**src/rtl/rr_arbiter4_pkg.sv**
```systemverilog
// rr_arbiter4_pkg: state encodings, pointer reset value and ring helpers shared by rr_arbiter4 and rr_pointer4.
package rr_arbiter4_pkg;

    typedef enum logic [1:0] {
        IDLE    = 2'b00,
        GRANT   = 2'b01,
        RELEASE = 2'b10
    } state_t;

    localparam logic [3:0] PTR_RST = 4'b1000;
    localparam int TIMEOUT_CYCLES_DEF = 16;

    // Ring position of a one-hot line: bit 3 is position 0, bit 0 is position 3.
    function automatic logic [1:0] ring_pos(input logic [3:0] v);
        return v[3] ? 2'd0 : v[2] ? 2'd1 : v[1] ? 2'd2 : 2'd3;
    endfunction

endpackage

```
**src/rtl/rr_pointer4.sv**
```systemverilog
// rr_pointer4: one-hot rotating priority pointer and wrap-around winner scan for a 4-line ring.
module rr_pointer4 import rr_arbiter4_pkg::*; (
    input  logic       clk,
    input  logic       reset,
    input  logic       load,
    input  logic [3:0] req,
    output logic [3:0] winner,
    output logic [1:0] winner_id
);

    logic [3:0] ptr;
    logic [1:0] start;

    always_ff @(posedge clk or posedge reset) begin
        if (reset)
            ptr <= PTR_RST;
        else if (load && |winner)
            ptr <= {winner[0], winner[3:1]};
    end

    assign start = ~ring_pos(ptr);

    // Scan from the pointer bit downward; the nearest asserted bit is written last and wins.
    always_comb begin
        winner = '0;
        for (int k = 3; k >= 0; k--)
            if (req[start - 2'(k)])
                winner = 4'b0001 << (start - 2'(k));
    end

    assign winner_id = |winner ? ring_pos(winner) : 2'd0;

endmodule

```
**src/rtl/rr_arbiter4.sv**
```systemverilog
// rr_arbiter4: 4-line round-robin arbiter with IDLE/GRANT/RELEASE FSM and registered outputs.
// Define RR_ARBITER4_TIMEOUT_EN to revoke grants held for TIMEOUT_CYCLES cycles.
module rr_arbiter4 import rr_arbiter4_pkg::*; #(
    parameter int TIMEOUT_CYCLES = TIMEOUT_CYCLES_DEF
) (
    input  logic       clk,
    input  logic       reset,
    input  logic [3:0] req,
    output logic [3:0] gnt,
    output logic [1:0] gnt_id,
    output logic       busy,
    output logic       timeout
);

    state_t     state, state_n;
    logic [3:0] winner, gnt_n;
    logic [1:0] winner_id, gnt_id_n;
    logic       load, hold;

    assign hold = |(req & gnt);

    rr_pointer4 u_ptr (
        .clk       (clk),
        .reset     (reset),
        .load      (load),
        .req       (req),
        .winner    (winner),
        .winner_id (winner_id)
    );

`ifdef RR_ARBITER4_TIMEOUT_EN
    localparam logic [7:0] HOLD_LAST = 8'(TIMEOUT_CYCLES - 1);
    logic [7:0] hold_cnt, hold_cnt_n;
    logic       timeout_n;

    always_ff @(posedge clk or posedge reset) begin
        if (reset) begin
            hold_cnt <= '0;
            timeout  <= 1'b0;
        end else begin
            hold_cnt <= hold_cnt_n;
            timeout  <= timeout_n;
        end
    end
`else
    logic unused_cfg;
    assign unused_cfg = ^8'(TIMEOUT_CYCLES);
    assign timeout    = 1'b0;
`endif

    always_comb begin
        state_n  = IDLE;
        gnt_n    = '0;
        gnt_id_n = '0;
        load     = 1'b0;
`ifdef RR_ARBITER4_TIMEOUT_EN
        hold_cnt_n = '0;
        timeout_n  = 1'b0;
`endif
        case (state)
            IDLE: if (|req) begin
                state_n  = GRANT;
                gnt_n    = winner;
                gnt_id_n = winner_id;
                load     = 1'b1;
            end
            // A dropped request wins over an expiring hold counter.
            GRANT: if (!hold)
                state_n = RELEASE;
`ifdef RR_ARBITER4_TIMEOUT_EN
            else if (hold_cnt == HOLD_LAST) begin
                state_n   = RELEASE;
                timeout_n = 1'b1;
            end
`endif
            else begin
                state_n  = GRANT;
                gnt_n    = gnt;
                gnt_id_n = gnt_id;
`ifdef RR_ARBITER4_TIMEOUT_EN
                hold_cnt_n = hold_cnt + 8'd1;
`endif
            end
            RELEASE: state_n = IDLE;
            default: state_n = IDLE;
        endcase
    end

    always_ff @(posedge clk or posedge reset) begin
        if (reset) begin
            state  <= IDLE;
            gnt    <= '0;
            gnt_id <= '0;
            busy   <= 1'b0;
        end else begin
            state  <= state_n;
            gnt    <= gnt_n;
            gnt_id <= gnt_id_n;
            busy   <= state_n != IDLE;
        end
    end

endmodule
```
**config.mk**
```make
export PLATFORM = sky130hd
export DESIGN_NAME = rr_arbiter4
export DESIGN_NICKNAME = d
export VERILOG_FILES = /design/src/rtl/rr_arbiter4_pkg.sv /design/src/rtl/rr_pointer4.sv /design/src/rtl/rr_arbiter4.sv
export SDC_FILE = /design/constraint.sdc
export NUM_CORES = 1
export LEC_CHECK = 0
export ABC_AREA = 1
export BUFFER_PORTS_ARGS = -buffer_cell sky130_fd_sc_hd__buf_2
export CORE_MARGIN = 4
export CORE_UTILIZATION = 35
export CTS_CLUSTER_SIZE = 16
export DETAILED_ROUTE_END_ITERATION = 16
export PLACE_DENSITY = 0.63
export SLEW_MARGIN = 20
export SYNTH_ARGS = -nofsm -noshare
export SYNTH_HDL_FRONTEND = slang
export SYNTH_SLANG_ARGS = --single-unit
```
**constraint.sdc**
```tcl
create_clock -name clk -period 1.9 [get_ports clk]
set_input_delay 0.38 -clock clk [delete_from_list [all_inputs] [get_ports clk]]
set_output_delay 0.38 -clock clk [all_outputs]
set_load 0.005 [all_outputs]
```
==> impl_metrics.csv, run 1 <==
group,metric,value,unit
cts,root_buffer,"clkbuf_4",
sta,hold_viol_final,0,
run_status,outcome,"finished, violations left",
flow_run,cap_violations,0,
sta,fin_worst_skew,0.00236,ns
yosys,yosys.area_share.simple,0.480,
sta,setup_viol,4,
floorplanning,die_area,0.00401,mm^2
global_route,gr-usage-met2,0.233,
yosys,synth_area_leaders,"dfrtp_1 (26%), nand2_1 (12%), nand3_1 (9.8%)",
setup_path,slowest_delay,0.59,ns
placement,gp_congestion,0.863,
setup_path,cp_num_cells,13,
setup_path,startpoint_type,"flip-flop",
yosys,yosys.area.top_type,"dfrtp_1",
global_route,grt_use_met3,0.0124,
setup_path,criticalPathCategory,"reg2reg",
setup_path,r2r_start,"u_ptr.ptr[3]$_DFFE_PP1P_",
route,drcViolationCount,0,
yosys,synth_area_per_cell,7.15,um^2
sta,max_freq,508,MHz
yosys,synth_compound_area_frac,0.0793,
placement,preCtsSetupSlack,-0.0891,ns
global_route,grt.busiest_layer,"met2",
cells_and_area,multi_input_area,741,um^2
yosys,synth_fa_ha_area_frac,0.0583,
setup_path,crit_fanout,6,
yosys,yosysMostFrequentCell,"nand2_1",
placement,dpl.hpwl,2.03,mm
sta,grt_setup_unrepaired,"yes",
setup_path,end_kind,"flip-flop",
cells_and_area,areaGrowthSynthToFinish,26.6,%
setup_path,cp.arrival,2.13,ns
floorplanning,boundaryPins,14,
setup_path,critPathTopFamily,"flip-flops",
floorplanning,die_h,63.4,um
global_route,grt_pass1_vias,981,
sta,min_period,1.97,ns
yosys,synth.distinct_cells,23,
setup_path,cp_slowest_cell,"dfstp_2",
setup_path,r2r_setup_slack,-0.07,ns
worst_hold_path,hold_class,"in2async",
route,drtPass1Iterations,4,
yosys,syn-cell-area,0.00107,mm^2
route,dr.first_iter.drc_count,42,
route,viasPerCell,4.89,
route,antenna_left,0,
route,routed_wirelength,2.50,mm
sta,timing.final.crit_share,1.04,
cells_and_area,regArea,303,um^2
yosys,ys_warn_count,0,
sta,fin_ws,-0.0699,ns
cells_and_area,final_core_util,0.476,
setup_path,critPathBufInv,2,
global_route,grt_max_degree,13,
cts,cts_htree_levels,1,
setup_path,cp_cell_sequence,"nor2_4 > ha_4 > inv_4 > nand3_4 > nand2_4 > o21ai_2 > inv_2 > a21oi_4 > nor2_4 > nand2_2 > nand2_2 > nand2_1 > nand2_1",
route,vias,998,
cells_and_area,n_antenna_cell,0,
cts,clock_path_buffers,2,
cts,cts_hold_buf,0,
cts,cts_tree,"built",
yosys,syn_nets,161,
global_route,use_met1,0.170,
run_status,violations,"negative setup slack",
yosys,ys_ff_latch,12,
cts,path_clk_slew,0.07,ns
global_route,overflow,0,
yosys,synth_ff_type,"dfrtp_1",
floorplanning,core,0.00285,mm^2
floorplanning,initial_core_util,0.376,
yosys,synth_xor_area_frac,0,
cells_and_area,layout-drive-gt1-share,0.410,
cells_and_area,final_nets,185,
global_route,antenna_found_initial,0,
floorplanning,num_rows,19,
yosys,synthMuxAreaShare,0,
yosys,synth.top_cells.by_count,"nand2_1 (34), inv_1 (22), nand3_1 (21)",
sta,slew_violations,0,
cts,cts_sinks,12,
floorplanning,die_width,63.4,um
setup_path,reg2regPathDepth,13,
cells_and_area,fillers,279,
setup_path,required,2.06,ns
yosys,synth_top_family_by_area,"simple AND/OR/NAND/NOR gates",
yosys,synth_edf_count,0,
setup_path,r2r_end,"u_ptr.ptr[1]$_DFFE_PP0P_",
global_route,grt_first_pass_wirelength,4.38,mm
cts,cts-buffers-inserted,3,
yosys,syn_inst,150,
yosys,ys_seq_area_frac,0.281,
cts,clk_latency,0.27,ns
global_route,gr-usage-all-layers,0.134,
route,drt-wirelength-per-cell,12.3,um
yosys,synth-async-reset-ratio,1.00,
placement,port_buffers,12,
yosys,post-synth-top-area-fraction,0.257,
setup_path,crit_start,"u_ptr.ptr[3]$_DFFE_PP1P_",
[registers in the layout (all words and copies together), names as in the netlist]
register   cells
gnt_id         2
busy           1
state          2
gnt            4
u_ptr.ptr      3
[final cells by class]
class / count / area share
Clock buffer: 4 / 0.0267
Inverter: 26 / 0.0756
Multi-Input combinational cell: 111 / 0.546
Sequential cell: 12 / 0.223
Tap cell: 31 / 0.0286
Timing Repair Buffer: 20 / 0.100
[per-layer routing]
metal | vias up | routed length (um)
li1 | 513 | -
met1 | 451 | 1120
met2 | 29 | 1250
met3 | 5 | 97
met4 | 0 | 41
met5 | - | 0
[cell families after synthesis]
family                     Yosys count
AOI/OAI and AO/OA                   10
adders and majority gates            5
and+or+nand+nor                     95
DFF                                 12
buffers and inverters               27
other                                1
[how the worst max path moves through the flow]
stage	endpoint	slack [ns]
5_1_grt	u_ptr.ptr[1]$_DFFE_PP0P_	-0.19
4_1_cts	u_ptr.ptr[2]$_DFFE_PP0P_	-0.05
3_5_place_dp	u_ptr.ptr[2]$_DFFE_PP0P_	-0.09
2_1_floorplan	u_ptr.ptr[2]$_DFFE_PP0P_	0.009
6_report	u_ptr.ptr[1]$_DFFE_PP0P_	-0.07
3_3_place_gp	u_ptr.ptr[2]$_DFFE_PP0P_	-0.04
[stage by stage]
step	cell area (um^2)	hold WS [ns]	TNS, ns	cells
final	1360	0.106	-0.135	204
after global routing	1360	0.123	-1.02	204
after CTS	1340	0.112	-0.101	204
after detailed placement	1270	0.411	-0.283	200
after global placement	1270	0.394	-0.0708	200
after floorplan	1110	0.244	0	150
[repair_timing]
item | CTS | global route
setup endpoints to repair | 6 | 9
pin swaps | 3 | 0
gates resized for setup | 10 | 5
buffers inserted | 0 | 0
[placed cells by master (no fill, tap or decap), types with 2 or more instances in the layout]
cell type,count
buf_4,6
dfrtp_1,10
ha_4,2
nor2_1,11
nand3_4,2
inv_1,20
o21ai_2,4
nand3_2,9
nand2_4,3
nand3_1,19
nand2_1,31
clkbuf_4,3
inv_4,2
buf_2,12
ha_1,3
nand2_2,14
a21oi_4,2
o21ai_1,2
nor2_4,2
inv_2,4
Power of run 1 is left out: the tool's default activity adds up to more than one toggle a clock period on the data nets, which glitch-free logic cannot reach.
==> run 2: changes to the inputs <==
--- a/config.mk
+++ b/config.mk
@@ -5,13 +5,12 @@
 export SDC_FILE = /design/constraint.sdc
 export NUM_CORES = 1
 export LEC_CHECK = 0
-export ABC_AREA = 1
 export BUFFER_PORTS_ARGS = -buffer_cell sky130_fd_sc_hd__buf_2
 export CORE_MARGIN = 4
 export CORE_UTILIZATION = 35
 export CTS_CLUSTER_SIZE = 16
 export DETAILED_ROUTE_END_ITERATION = 16
-export PLACE_DENSITY = 0.63
+export PLACE_DENSITY = 0.64
 export SLEW_MARGIN = 20
 export SYNTH_ARGS = -nofsm -noshare
 export SYNTH_HDL_FRONTEND = slang
==> impl_metrics.csv, run 2 <==
group,metric,value,unit
route,vias,882,
power_and_ir_drop,p_total,2.97,mW
floorplanning,initial_core_util,0.366,
yosys,synth.top_cells.by_count,"dfrtp_1 (11), nand2_1 (9), inv_1 (8)",
yosys,synth_ff_type,"dfrtp_1",
cells_and_area,largest_register_ffs,4,
route,drtPass1Iterations,4,
setup_path,end_kind,"flip-flop",
setup_path,crit_fanout,6,
cells_and_area,top_register,"gnt",
sta,grt_setup_unrepaired,"yes",
floorplanning,boundaryPins,14,
cells_and_area,fin_cells,165,
route,drt-wirelength-per-cell,15.6,um
cells_and_area,layout_common_cells,"buf_4 (29), buf_2 (12), dfrtp_1 (11), nand2_1 (9), inv_1 (7)",
cts,cts-buffers-inserted,3,
global_route,antenna_found_initial,0,
placement,gp_congestion,0.822,
cts,cts_sinks,12,
sta,hold_viol_final,0,
route,routed_wirelength,2.58,mm
cts,cts_htree_levels,1,
route,drcViolationCount,0,
yosys,synth_edf_count,0,
yosys,synth-async-reset-ratio,1.00,
floorplanning,die_width,58.7,um
cells_and_area,layout_commonest_cell,"buf_4",
yosys,ys_warn_count,0,
route,viasPerCell,5.35,
route,dr.first_iter.drc_count,17,
setup_path,slowest_delay,0.59,ns
sta,setup_viol,9,
floorplanning,die_h,58.7,um
cells_and_area,fillers,235,
route,antenna_left,0,
setup_path,cp_cell_sequence,"inv_4 > o21ai_4 > ha_4 > nor2b_4 > a2111oi_4 > a211oi_2 > a221oi_1 > o22a_1 > and4bb_1 > a211o_1",
sta,whs,0.102,ns
cells_and_area,multi_input_area,621,um^2
yosys,ys_ff_latch,12,
floorplanning,die_area,0.00345,mm^2
yosys,syn_nets,103,
setup_path,required,2.06,ns
cells_and_area,n_antenna_cell,0,
global_route,overflow,0,
cells_and_area,final_nets,147,
cts,clk_latency,0.27,ns
global_route,grt_first_pass_wirelength,4.38,mm
yosys,post-synth-top-area-fraction,0.306,
setup_path,critPathTopFamily,"compound AO/OA/AOI/OAI gates",
cts,path_clk_slew,0.08,ns
global_route,grt_max_degree,15,
flow_run,cap_violations,0,
sta,fin_ws,-0.571,ns
power_and_ir_drop,irDropWorstVdd,0.00149,V
yosys,yosys.area.top_type,"dfrtp_1",
global_route,grt_pass1_vias,947,
yosys,synth_area_per_cell,9.78,um^2
setup_path,cp.arrival,2.63,ns
global_route,gr-usage-all-layers,0.166,
cells_and_area,layout-drive-gt1-share,0.511,
cells_and_area,areaGrowthSynthToFinish,45.8,%
yosys,yosysMostFrequentCell,"dfrtp_1",
cts,cts_hold_buf,0,
setup_path,startpoint_type,"flip-flop",
sta,min_period,2.47,ns
placement,port_buffers,12,
setup_path,cp_slowest_cell,"dfstp_2",
floorplanning,core,0.00245,mm^2
run_status,violations,"negative setup slack",
cts,cts_tree,"built",
sta,timing.final.crit_share,1.30,
placement,dpl.hpwl,2.02,mm
cells_and_area,largestRegisters,"gnt (4), u_ptr.ptr (3)",
power_and_ir_drop,p_per_area,2270,mW/mm^2
cts,clock_path_buffers,2,
cts,root_buffer,"clkbuf_4",
run_status,outcome,"finished, violations left",
yosys,syn-cell-area,900,um^2
yosys,synth_area_leaders,"dfrtp_1 (31%), ha_1 (7.0%), nand2_1 (3.8%)",
setup_path,critPathBufInv,1,
setup_path,criticalPathCategory,"reg2reg",
cells_and_area,regArea,302,um^2
floorplanning,num_rows,18,
yosys,ys_seq_area_frac,0.335,
worst_hold_path,hold_class,"in2async",
sta,slew_violations,0,
placement,dp.cells,160,
yosys,syn_inst,92,
sta,fin_worst_skew,0.00830,ns
power_and_ir_drop,p_leak,0.619,nW
yosys,synth.distinct_cells,38,
sta,max_freq,405,MHz
## run 2: per-layer routing
metal  vias up  GRT usage  wire length, um
met5         -          0                0
met4         0     0.0388               27
met3         4     0.0417               74
met2        14      0.306             1380
met1       425      0.192             1100
li1        439          -                -
## run 2: what timing repair did
item,in CTS,in global routing
setup buffers,2,0
endpoints found under the setup margin,9,9
gates resized for setup,10,1
pin swaps,14,3
## run 2: path summary, 6_finish.rpt
check,from,end,slack (ns),depth (start not counted)
max,u_ptr.ptr[3]$_DFFE_PP1P_,gnt_id[0]$_DFFE_PP0P_,-0.57,10
min,reset,gnt[3]$_DFFE_PP0P_,0.10,2
max reg2reg,u_ptr.ptr[3]$_DFFE_PP1P_,gnt_id[0]$_DFFE_PP0P_,-0.57,10
min reg2reg,gnt[3]$_DFFE_PP0P_,gnt[3]$_DFFE_PP0P_,0.52,2
max in group asynchronous,reset,u_ptr.ptr[3]$_DFFE_PP1P_,1.46,2
min in group clk,gnt[3]$_DFFE_PP0P_,gnt[3]$_DFFE_PP0P_,0.52,2
## run 2: kinds of logic after synthesis
logic type	after synthesis	synth area share
fa+ha+maj	5	0.0695
flops	12	0.335
other cells	1	0.00417
compound gates	34	0.339
buf+inv	12	0.0584
mux	4	0.0459
simple gates	24	0.147
## run 2: where the power goes
| group | switching [mW] | internal [mW] | total, mW | leakage [nW] |
|---|---|---|---|---|
| clock network | 0.0812 | 0.0813 | 0.163 | 0.0150 |
| logic | 1.16 | 1.21 | 2.38 | 0.452 |
| registers | 0.0726 | 0.362 | 0.434 | 0.152 |
## run 2: layout make-up
class,instances,area share
tap,30,0.0286
clock buffer,4,0.0200
inverter,9,0.0277
sequential,12,0.230
timing repair buffer,42,0.220
multi-input combinational,68,0.473
## run 2: stage by stage
stage                     setup WS (ns)  area (um^2)   util  TNS (ns)
after detailed placement         -0.592         1240  0.506     -4.28
after global placement           -0.545         1240  0.506     -3.79
after CTS                        -0.563         1310  0.533     -4.03
after global routing             -0.691         1310  0.534     -5.15
final                            -0.571         1310  0.534     -4.00
after floorplan                  -0.636          942      -     -3.96
No activity file was read; power rests on OpenSTA's default activity.
==> run 3: changes to the inputs <==
--- a/config.mk
+++ b/config.mk
@@ -7,10 +7,10 @@
 export LEC_CHECK = 0
 export BUFFER_PORTS_ARGS = -buffer_cell sky130_fd_sc_hd__buf_2
 export CORE_MARGIN = 4
-export CORE_UTILIZATION = 35
+export CORE_UTILIZATION = 40
 export CTS_CLUSTER_SIZE = 16
 export DETAILED_ROUTE_END_ITERATION = 16
-export PLACE_DENSITY = 0.64
+export PLACE_DENSITY = 0.7
 export SLEW_MARGIN = 20
 export SYNTH_ARGS = -nofsm -noshare
 export SYNTH_HDL_FRONTEND = slang
==> constraint.sdc (replaced) <==
create_clock -name clk -period 1.9 [get_ports clk]
set_input_delay 0.38 -clock clk [delete_from_list [all_inputs] [get_ports clk]]
set_output_delay 0.38 -clock clk [all_outputs]
set_load 0.01 [all_outputs]
==> impl_metrics.csv, run 3 (synthesis gave the netlist of run 2 again) <==
group,metric,value,unit
sta,max_freq,408,MHz
route,drt-wirelength-per-cell,15.2,um
global_route,grt_pass1_vias,899,
sta,final.setup.tns,-4.03,ns
global_route,grt_max_degree,15,
sta,hold_viol_final,0,
sta,fin_ws,-0.551,ns
cts,clk_latency,0.27,ns
placement,gp_congestion,0.810,
setup_path,r2r_start,"u_ptr.ptr[3]$_DFFE_PP1P_",
sta,timing.final.crit_share,1.29,
cells_and_area,areaGrowthSynthToFinish,49.7,%
cells_and_area,largestRegisters,"gnt (4), u_ptr.ptr (3)",
run_status,outcome,"finished, violations left",
floorplanning,core,0.00204,mm^2
flow_run,cap_violations,0,
setup_path,reg2regPathDepth,9,
setup_path,criticalPathCategory,"reg2reg",
sta,setup_viol,9,
cells_and_area,n_antenna_cell,0,
cells_and_area,fin_cells,163,
power_and_ir_drop,p_leak,0.627,nW
cells_and_area,final_cell_area,0.00135,mm^2
setup_path,crit_fanout,6,
power_and_ir_drop,p_total,3.19,mW
cts,cts_sinks,12,
setup_path,cp.arrival,2.61,ns
cells_and_area,final_core_util,0.659,
cts,cts_tree,"built",
sta,grt_setup_unrepaired,"yes",
placement,dpl.hpwl,1.92,mm
cells_and_area,layout_commonest_cell,"buf_4",
route,viasPerCell,5.55,
cells_and_area,layout-drive-gt1-share,0.522,
worst_hold_path,hold_class,"in2async",
power_and_ir_drop,p_per_area,2370,mW/mm^2
global_route,gr-usage-all-layers,0.171,
route,dr.first_iter.drc_count,35,
cells_and_area,top_register,"gnt",
cells_and_area,largest_register_ffs,4,
global_route,grt_first_pass_wirelength,4.26,mm
cts,root_buffer,"clkbuf_4",
setup_path,required,2.06,ns
sta,slew_violations,0,
cells_and_area,final_nets,148,
placement,preCtsSetupSlack,-0.588,ns
floorplanning,num_rows,16,
floorplanning,die_h,55.4,um
global_route,antenna_found_initial,0,
global_route,gr-usage-met2,0.289,
sta,slew_headroom,0.646,
placement,port_buffers,12,
route,drcViolationCount,0,
route,vias,904,
floorplanning,die_area,0.00307,mm^2
global_route,grt_use_met3,0.0466,
floorplanning,die_width,55.4,um
cts,path_clk_slew,0.07,ns
cts,clock_path_buffers,2,
cts,cts-buffers-inserted,3,
sta,min_period,2.45,ns
cells_and_area,layout_common_cells,"buf_4 (27), buf_2 (12), dfrtp_1 (11), nand2_1 (9), inv_1 (7)",
global_route,grt.busiest_layer,"met2",
sta,worstMarginPinSlew,0.531,ns
route,routed_wirelength,2.47,mm
cts,cts_htree_levels,1,
global_route,overflow,0,
floorplanning,initial_core_util,0.441,
route,drtPass1Iterations,4,
route,antenna_left,0,
global_route,use_met1,0.226,
setup_path,end_kind,"flip-flop",
run_status,violations,"negative setup slack",
setup_path,r2r_end,"gnt_id[0]$_DFFE_PP0P_",
setup_path,startpoint_type,"flip-flop",
cts,cts_hold_buf,0,
floorplanning,boundaryPins,14,
placement,post_dp_cell_area,0.00122,mm^2
sta,whs,0.0987,ns
setup_path,r2r_setup_slack,-0.55,ns
power_and_ir_drop,irDropWorstVdd,0.00139,V
placement,dp.cells,155,
sta,fin_worst_skew,0.00218,ns
run 3: power breakdown:
| group | internal (mW) | switching (mW) |
|---|---|---|
| sequential | 0.362 | 0.0676 |
| combinational | 1.34 | 1.25 |
| clock | 0.0814 | 0.0824 |
run 3: worst max-delay path, stage by stage, from the launching register on:
cell,delay [ns]
dfstp_2,0.59
inv_4,0.05
o21ai_4,0.07
ha_4,0.27
mux2i_1,0.14
a211oi_2,0.38
a221oi_1,0.15
o22a_1,0.22
and4bb_1,0.21
a211o_1,0.26
run 3: worst max path at each step:
stage                                  start                  endpoint  slack, ns  depth (start not counted)
finish              u_ptr.ptr[3]$_DFFE_PP1P_     gnt_id[0]$_DFFE_PP0P_      -0.55                          9
global placement    u_ptr.ptr[3]$_DFFE_PP1P_     gnt_id[0]$_DFFE_PP0P_      -0.50                          9
floorplan           u_ptr.ptr[3]$_DFFE_PP1P_     gnt_id[0]$_DFFE_PP0P_      -0.64                         10
CTS                 u_ptr.ptr[3]$_DFFE_PP1P_     gnt_id[0]$_DFFE_PP0P_      -0.55                         10
detailed placement  u_ptr.ptr[3]$_DFFE_PP1P_     gnt_id[0]$_DFFE_PP0P_      -0.59                          9
global route        u_ptr.ptr[3]$_DFFE_PP1P_  u_ptr.ptr[2]$_DFFE_PP0P_      -0.69                          9
run 3: per-layer routing:
| metal | vias to the layer above | wire length, um |
|---|---|---|
| met5 | - | 0 |
| met4 | 0 | 7 |
| met3 | 2 | 114 |
| met2 | 19 | 1230 |
| met1 | 444 | 1120 |
| li1 | 439 | - |
run 3: final cells by class:
cell class / count / area, um^2
Multi-Input combinational cell: 68 / 641
Sequential cell: 12 / 302
Tap cell: 27 / 33.8
Fill cell: 182 / 696
Inverter: 9 / 36.3
Clock buffer: 4 / 26.3
Timing Repair Buffer: 43 / 308
run 3: timing repair:
item | in CTS | in global routing
gates resized for setup | 12 | 4
hold endpoints to repair | 0 | 0
buffers inserted | 3 | 1
endpoints found under the setup margin | 9 | 9
pin swaps | 7 | 3
